--- src/rtl/program_loader.sv ---
// UART program loader: streams a length header plus ROM words out on txd (8N1),
// and independently assembles 32-bit result words from bytes arriving on rxd.
module program_loader #(
  parameter int CLKS_PER_BIT = 868,
  parameter int ADDR_W       = 10
) (
  input  logic              clk,
  input  logic              rstn,
  input  logic              start,
  input  logic [ADDR_W:0]   word_count,
  output logic [ADDR_W-1:0] rom_addr,
  input  logic [31:0]       rom_data,
  output logic              txd,
  input  logic              rxd,
  output logic              busy,
  output logic              done,
  output logic [31:0]       result_word,
  output logic              result_valid,
  output logic              rx_frame_err
);

  localparam int CW   = $clog2(CLKS_PER_BIT + 1);
  localparam int HALF = (CLKS_PER_BIT / 2 > 0) ? CLKS_PER_BIT / 2 : 1;
  localparam logic [CW-1:0] BIT_LAST  = CW'(CLKS_PER_BIT - 1);
  localparam logic [CW-1:0] HALF_LAST = CW'(HALF - 1);

  // ---------------- transmit ----------------
  typedef enum logic [2:0] {IDLE, HDR, FETCH, WORD, DONE} tx_st_t;

  tx_st_t          st;
  logic [CW-1:0]   tcnt;
  logic [3:0]      tbit;   // 0 = start bit, 1..8 = data, 9 = stop
  logic [1:0]      tbyte;
  logic [31:0]     tsh;
  logic [ADDR_W:0] tleft;

  always_ff @(posedge clk or negedge rstn) begin
    if (!rstn) begin
      st       <= IDLE;
      txd      <= 1'b1;
      busy     <= 1'b0;
      done     <= 1'b0;
      rom_addr <= '0;
      tcnt     <= '0;
      tbit     <= '0;
      tbyte    <= '0;
      tsh      <= '0;
      tleft    <= '0;
    end else begin
      case (st)
        IDLE, DONE: if (start) begin
          tleft <= word_count;
          tsh   <= 32'(word_count);
          txd   <= 1'b0;
          tcnt  <= '0;
          tbit  <= '0;
          tbyte <= '0;
          busy  <= 1'b1;
          done  <= 1'b0;
          st    <= HDR;
        end
        HDR, WORD: begin
          if (tcnt != BIT_LAST) begin
            tcnt <= tcnt + 1'b1;
          end else begin
            tcnt <= '0;
            if (tbit != 4'd9) begin
              tbit <= tbit + 1'b1;
              txd  <= (tbit == 4'd8) ? 1'b1 : tsh[tbit[2:0]];
            end else if (tbyte != 2'd3) begin
              // next byte follows the stop bit with no idle gap
              tbyte <= tbyte + 1'b1;
              tbit  <= '0;
              tsh   <= tsh >> 8;
              txd   <= 1'b0;
            end else if (st == HDR) begin
              if (tleft == '0) begin
                busy <= 1'b0;
                done <= 1'b1;
                st   <= DONE;
              end else begin
                rom_addr <= '0;
                st       <= FETCH;
              end
            end else begin
              rom_addr <= rom_addr + 1'b1;
              tleft    <= tleft - 1'b1;
              if (tleft == (ADDR_W+1)'(1)) begin
                busy <= 1'b0;
                done <= 1'b1;
                st   <= DONE;
              end else begin
                st <= FETCH;
              end
            end
          end
        end
        FETCH: begin
          tsh   <= rom_data;
          txd   <= 1'b0;
          tcnt  <= '0;
          tbit  <= '0;
          tbyte <= '0;
          st    <= WORD;
        end
        default: st <= IDLE;
      endcase
    end
  end

  // ---------------- receive ----------------
  typedef enum logic [1:0] {RX_IDLE, RX_START, RX_DATA, RX_STOP} rx_st_t;

  rx_st_t          rst;
  logic [1:0]      sync;
  logic            rx_prev;
  logic [CW-1:0]   rcnt;
  logic [2:0]      rbit;
  logic [7:0]      rsh;
  logic [1:0]      ridx;
  logic [2:0][7:0] racc;

  always_ff @(posedge clk or negedge rstn) begin
    if (!rstn) begin
      sync         <= 2'b11;
      rx_prev      <= 1'b1;
      rst          <= RX_IDLE;
      rcnt         <= '0;
      rbit         <= '0;
      rsh          <= '0;
      ridx         <= '0;
      racc         <= '0;
      result_word  <= '0;
      result_valid <= 1'b0;
      rx_frame_err <= 1'b0;
    end else begin
      sync         <= {sync[0], rxd};
      rx_prev      <= sync[1];
      result_valid <= 1'b0;
      rx_frame_err <= 1'b0;
      case (rst)
        // a falling edge needs a high sample first, so a stuck-low line never re-arms
        RX_IDLE: if (rx_prev && !sync[1]) begin
          rst  <= RX_START;
          rcnt <= '0;
        end
        RX_START: begin
          if (rcnt != HALF_LAST) begin
            rcnt <= rcnt + 1'b1;
          end else begin
            rcnt <= '0;
            rbit <= '0;
            rst  <= sync[1] ? RX_IDLE : RX_DATA;
          end
        end
        RX_DATA: begin
          if (rcnt != BIT_LAST) begin
            rcnt <= rcnt + 1'b1;
          end else begin
            rcnt <= '0;
            rsh  <= {sync[1], rsh[7:1]};
            rbit <= rbit + 1'b1;
            if (rbit == 3'd7) rst <= RX_STOP;
          end
        end
        RX_STOP: begin
          if (rcnt != BIT_LAST) begin
            rcnt <= rcnt + 1'b1;
          end else begin
            rcnt <= '0;
            rst  <= RX_IDLE;
            if (!sync[1]) begin
              rx_frame_err <= 1'b1;
            end else if (ridx == 2'd3) begin
              result_word  <= {rsh, racc[2], racc[1], racc[0]};
              result_valid <= 1'b1;
              ridx         <= '0;
            end else begin
              racc[ridx] <= rsh;
              ridx       <= ridx + 1'b1;
            end
          end
        end
        default: rst <= RX_IDLE;
      endcase
    end
  end

endmodule
--- config.mk ---
export PLATFORM = sky130hd
export DESIGN_NAME = program_loader
export DESIGN_NICKNAME = d
export VERILOG_FILES = /design/src/rtl/program_loader.sv
export SDC_FILE = /design/constraint.sdc
export NUM_CORES = 1
export LEC_CHECK = 0
export CAP_MARGIN = 10
export CORE_MARGIN = 4
export CORE_UTILIZATION = 40
export CTS_BUF_LIST = sky130_fd_sc_hd__clkbuf_8
export CTS_CLUSTER_DIAMETER = 120
export CTS_CLUSTER_SIZE = 16
export DETAILED_ROUTE_END_ITERATION = 12
export HOLD_SLACK_MARGIN = 0.08
export PLACE_DENSITY = 0.67
export SLEW_MARGIN = 15
export SYNTH_ARGS = -nofsm -noshare
export SYNTH_HDL_FRONTEND = slang
export SYNTH_SLANG_ARGS = --single-unit
--- constraint.sdc ---
create_clock -name clk -period 4.1 [get_ports clk]
set_input_delay 0.82 -clock clk [delete_from_list [all_inputs] [get_ports clk]]
set_output_delay 0.82 -clock clk [all_outputs]
set_load 0.01 [all_outputs]
==> flow_summary.yaml <==
synth:
  synthCells: 690
  syn_area_per_cell_um2: 11.0
  synth_nets: 753
  synth_edf_count: 0
  synth_compound_area_frac: 0.161
  yosys_warnings: 0
  synth_xor_area_frac: 0.00463
  async_flop_share: 1.00
  ys_top_cells_by_area: "dfrtp_1, mux2_2, o21ai_0"
  yosysTopAreaCellShare: 0.520
  synth_ff_type: "dfrtp_1"
  yosysTopAreaCell: "dfrtp_1"
  ys_seq_area_frac: 0.534
  yosys.area_share.simple: 0.133
  synthAdderAreaFrac: 0.0265
  synth_top_family_by_area: "compound AO/OA/AOI/OAI gates"
  ys_ff_latch: 161
  muxShareOfSynthArea: 0.114
  synth_area_um2: 7560
  synth_cell_types: 68
die:
  core_um2: 18600
  start_util: 0.406
  dieArea_um2: 21200
  dieWidth_um: 145
  die_y_um: 145
  rows: 50
  pin_count: 94
clock_tree:
  cts_buffer_depth: 2
  cts_sinks: 161
  path_clk_slew_ns: 0.11
  cts_tree: "done"
  htreeDepth: 4
  cts_root_buf: "clkbuf_8"
  cts_buffers: 17
  post-cts-setup-buffer-count: 0
  post_cts_resized: 0
  cts_hold_buf: 0
  clock_latency_ns: 0.47
final_layout:
  layout-drive-gt1-share: 0.163
  seq_area_um2: 4030
  area_delta_synth_final_pct: 20.8
  final_cell_area_um2: 9140
  fin_nets: 842
  fill_cells: 1727
  multi_input_area_um2: 3340
  diodes: 0
sta:
  fmax_ghz: 0.353
  slew_viol_final: 0
  finalSetupViolCount: 0
  hold_slack_ns: 0.264
  rsz0062_at_grt: "false"
  finalSetupTns_ns: 0
  period_minus_slack_ns: 2.84
  fin_crit_sh: 0.691
  slew_headroom: 0.382
  timing_hold_violations_final: 0
  worst_pin_slew_ns: 0.919
  final.setup.worst_slack_ns: 1.26
  clock_skew_ns: 0.0134
grt:
  grt_usage: 0.163
  antenna_found_initial: 0
  grt_max_degree: 82
  grt_pass1_vias: 5664
  grt_first_pass_wirelength_um: 28800
  gr-total-overflow: 0
setup_path:
  crit_type: "register to register"
  rrSetupSlack_ns: 1.26
  start_kind: "register"
  reg2reg_to: "tleft[9]$_DFFE_PN0P_"
  r2r_start: "st[0]$_DFFE_PN0P_"
  cp.arrival_ns: 3.24
  critPathRequiredTime_ns: 4.50
  reg2reg_depth: 6
  worstPathMaxFanout: 26
  cp-end-kind: "register"
outcome:
  status: "completed"
power:
  vdd_ir_drop_max_uv: 208
  p_leak_uw: 0.00405
  powerDensity_nw_per_um2: 380
detailed_routing:
  ant_nets: 0
  drc: 0
  first_iter_violations: 435
  wl_per_cell_um: 16.4
  firstDrtPassIters: 4
  vias: 5720
  drt_wl_total_um: 16800
  vias_per_cell: 5.58
place:
  post-place-ws_ns: 1.08
  dp_hpwl_um: 11400
  placed_area_um2: 8740
  portBuffers: 93
  gp_congestion: 0.829
min_path:
  hp-class: "input port to asynchronous set/reset pin"
job:
  max_cap_violations: 0
==> worst max-delay path, cell delays in order (launching register included) <==
cell and delay [ns]:
dfrtp_1 0.91, nor2b_2 0.71, buf_4 0.42, nand4_1 0.15, a21o_1 0.23, a41oi_1 0.20, o21a_1 0.15
==> cells in the final DEF (no fill, tap or decap), types with 6 or more instances in the layout <==
master           count
dfrtp_1            157
nor3_1              10
nand2_1             75
a21oi_1             18
nor2_1              45
o22ai_1              6
buf_4               10
o21ai_0             64
mux2_2              65
inv_1               14
ha_1                16
a22o_1              15
and3_1              11
a22oi_1             25
mux2i_1              7
a21o_1               6
clkbuf_8            17
nand3_1             17
a221oi_1            11
clkdlybuf4s50_1     92
inv_6                7
o31ai_1              8
==> final cells by class <==
type / count / share of cell area
multi-input cells: 481 / 0.365
inverters: 14 / 0.00575
clock inverters: 15 / 0.0174
well taps: 234 / 0.0320
clock buffers: 17 / 0.0256
repair buffers: 104 / 0.112
flip-flops and latches: 161 / 0.442
==> Yosys cell counts (4+ instances only) <==
library cell,count
mux2_2,65
mux2i_1,7
nand2_1,75
a31oi_1,5
o21ai_0,64
a21oi_1,19
buf_2,5
a21o_1,6
a221oi_1,11
and2_1,4
a22oi_1,25
a22o_1,15
and3_1,11
dfrtp_1,157
o22ai_1,6
dfstp_2,4
ha_1,16
clkbuf_1,24
nor4_1,4
nor3_1,11
o31ai_1,8
nand4_1,5
nand3_1,17
inv_1,14
nor2_1,45
==> logic make-up (layout without fill, tap and decap cells) <==
family,Yosys count,in the layout
and+or+nand+nor,202,202
DFF,161,161
buffers and inverters,48,150
xor gates and xnor gates,4,4
AOI/OAI and AO/OA,184,184
muxes,75,75
adders and majority gates,16,16
==> per-layer routing <==
layer | vias to the layer above | wire [um] | part of all wire | track usage
li1 | 2737 | - | - | -
met1 | 2814 | 8140 | 0.48 | 0.232
met2 | 138 | 7610 | 0.45 | 0.245
met3 | 31 | 665 | 0.040 | 0.0321
met4 | 0 | 401 | 0.024 | 0.0665
met5 | - | 0 | 0 | 0
==> report_power, final <==
group          internal, uW  switching [uW]  total, uW  leakage (uW)
logic                   232             291        523       0.00166
clock network           458             686       1140      0.000193
registers              1680             117       1800       0.00220
total                  2370            1100       3470       0.00405
==> registers in the layout (all words and copies together), names as in the netlist, 2 cells and up, named ones only <==
name and cells:
racc 24, tbyte 2, tsh 32, result_word 32
ridx 2, sync 2, tleft 11, rsh 8
rom_addr 10, rbit 3, tcnt 10, tbit 4
rcnt 10, st 3
==> worst max path at each step <==
stage	from	to	cells after the start
after floorplan	start	tsh[20]$_DFFE_PN0P_	8
after global placement	start	tsh[29]$_DFFE_PN0P_	6
after detailed placement	start	tsh[25]$_DFFE_PN0P_	6
after CTS	st[0]$_DFFE_PN0P_	tleft[9]$_DFFE_PN0P_	6
after global routing	st[0]$_DFFE_PN0P_	tleft[9]$_DFFE_PN0P_	6
final	st[0]$_DFFE_PN0P_	tleft[9]$_DFFE_PN0P_	6
==> per-stage QoR <==
step	cells	power [uW]	util
finish	1026	3470	0.490
global route	1026	3670	0.490
CTS	1026	3510	0.490
detailed placement	994	2350	0.469
global placement	994	2330	0.469
floorplan	690	2140	-
No activity file was read; power rests on OpenSTA's default activity.
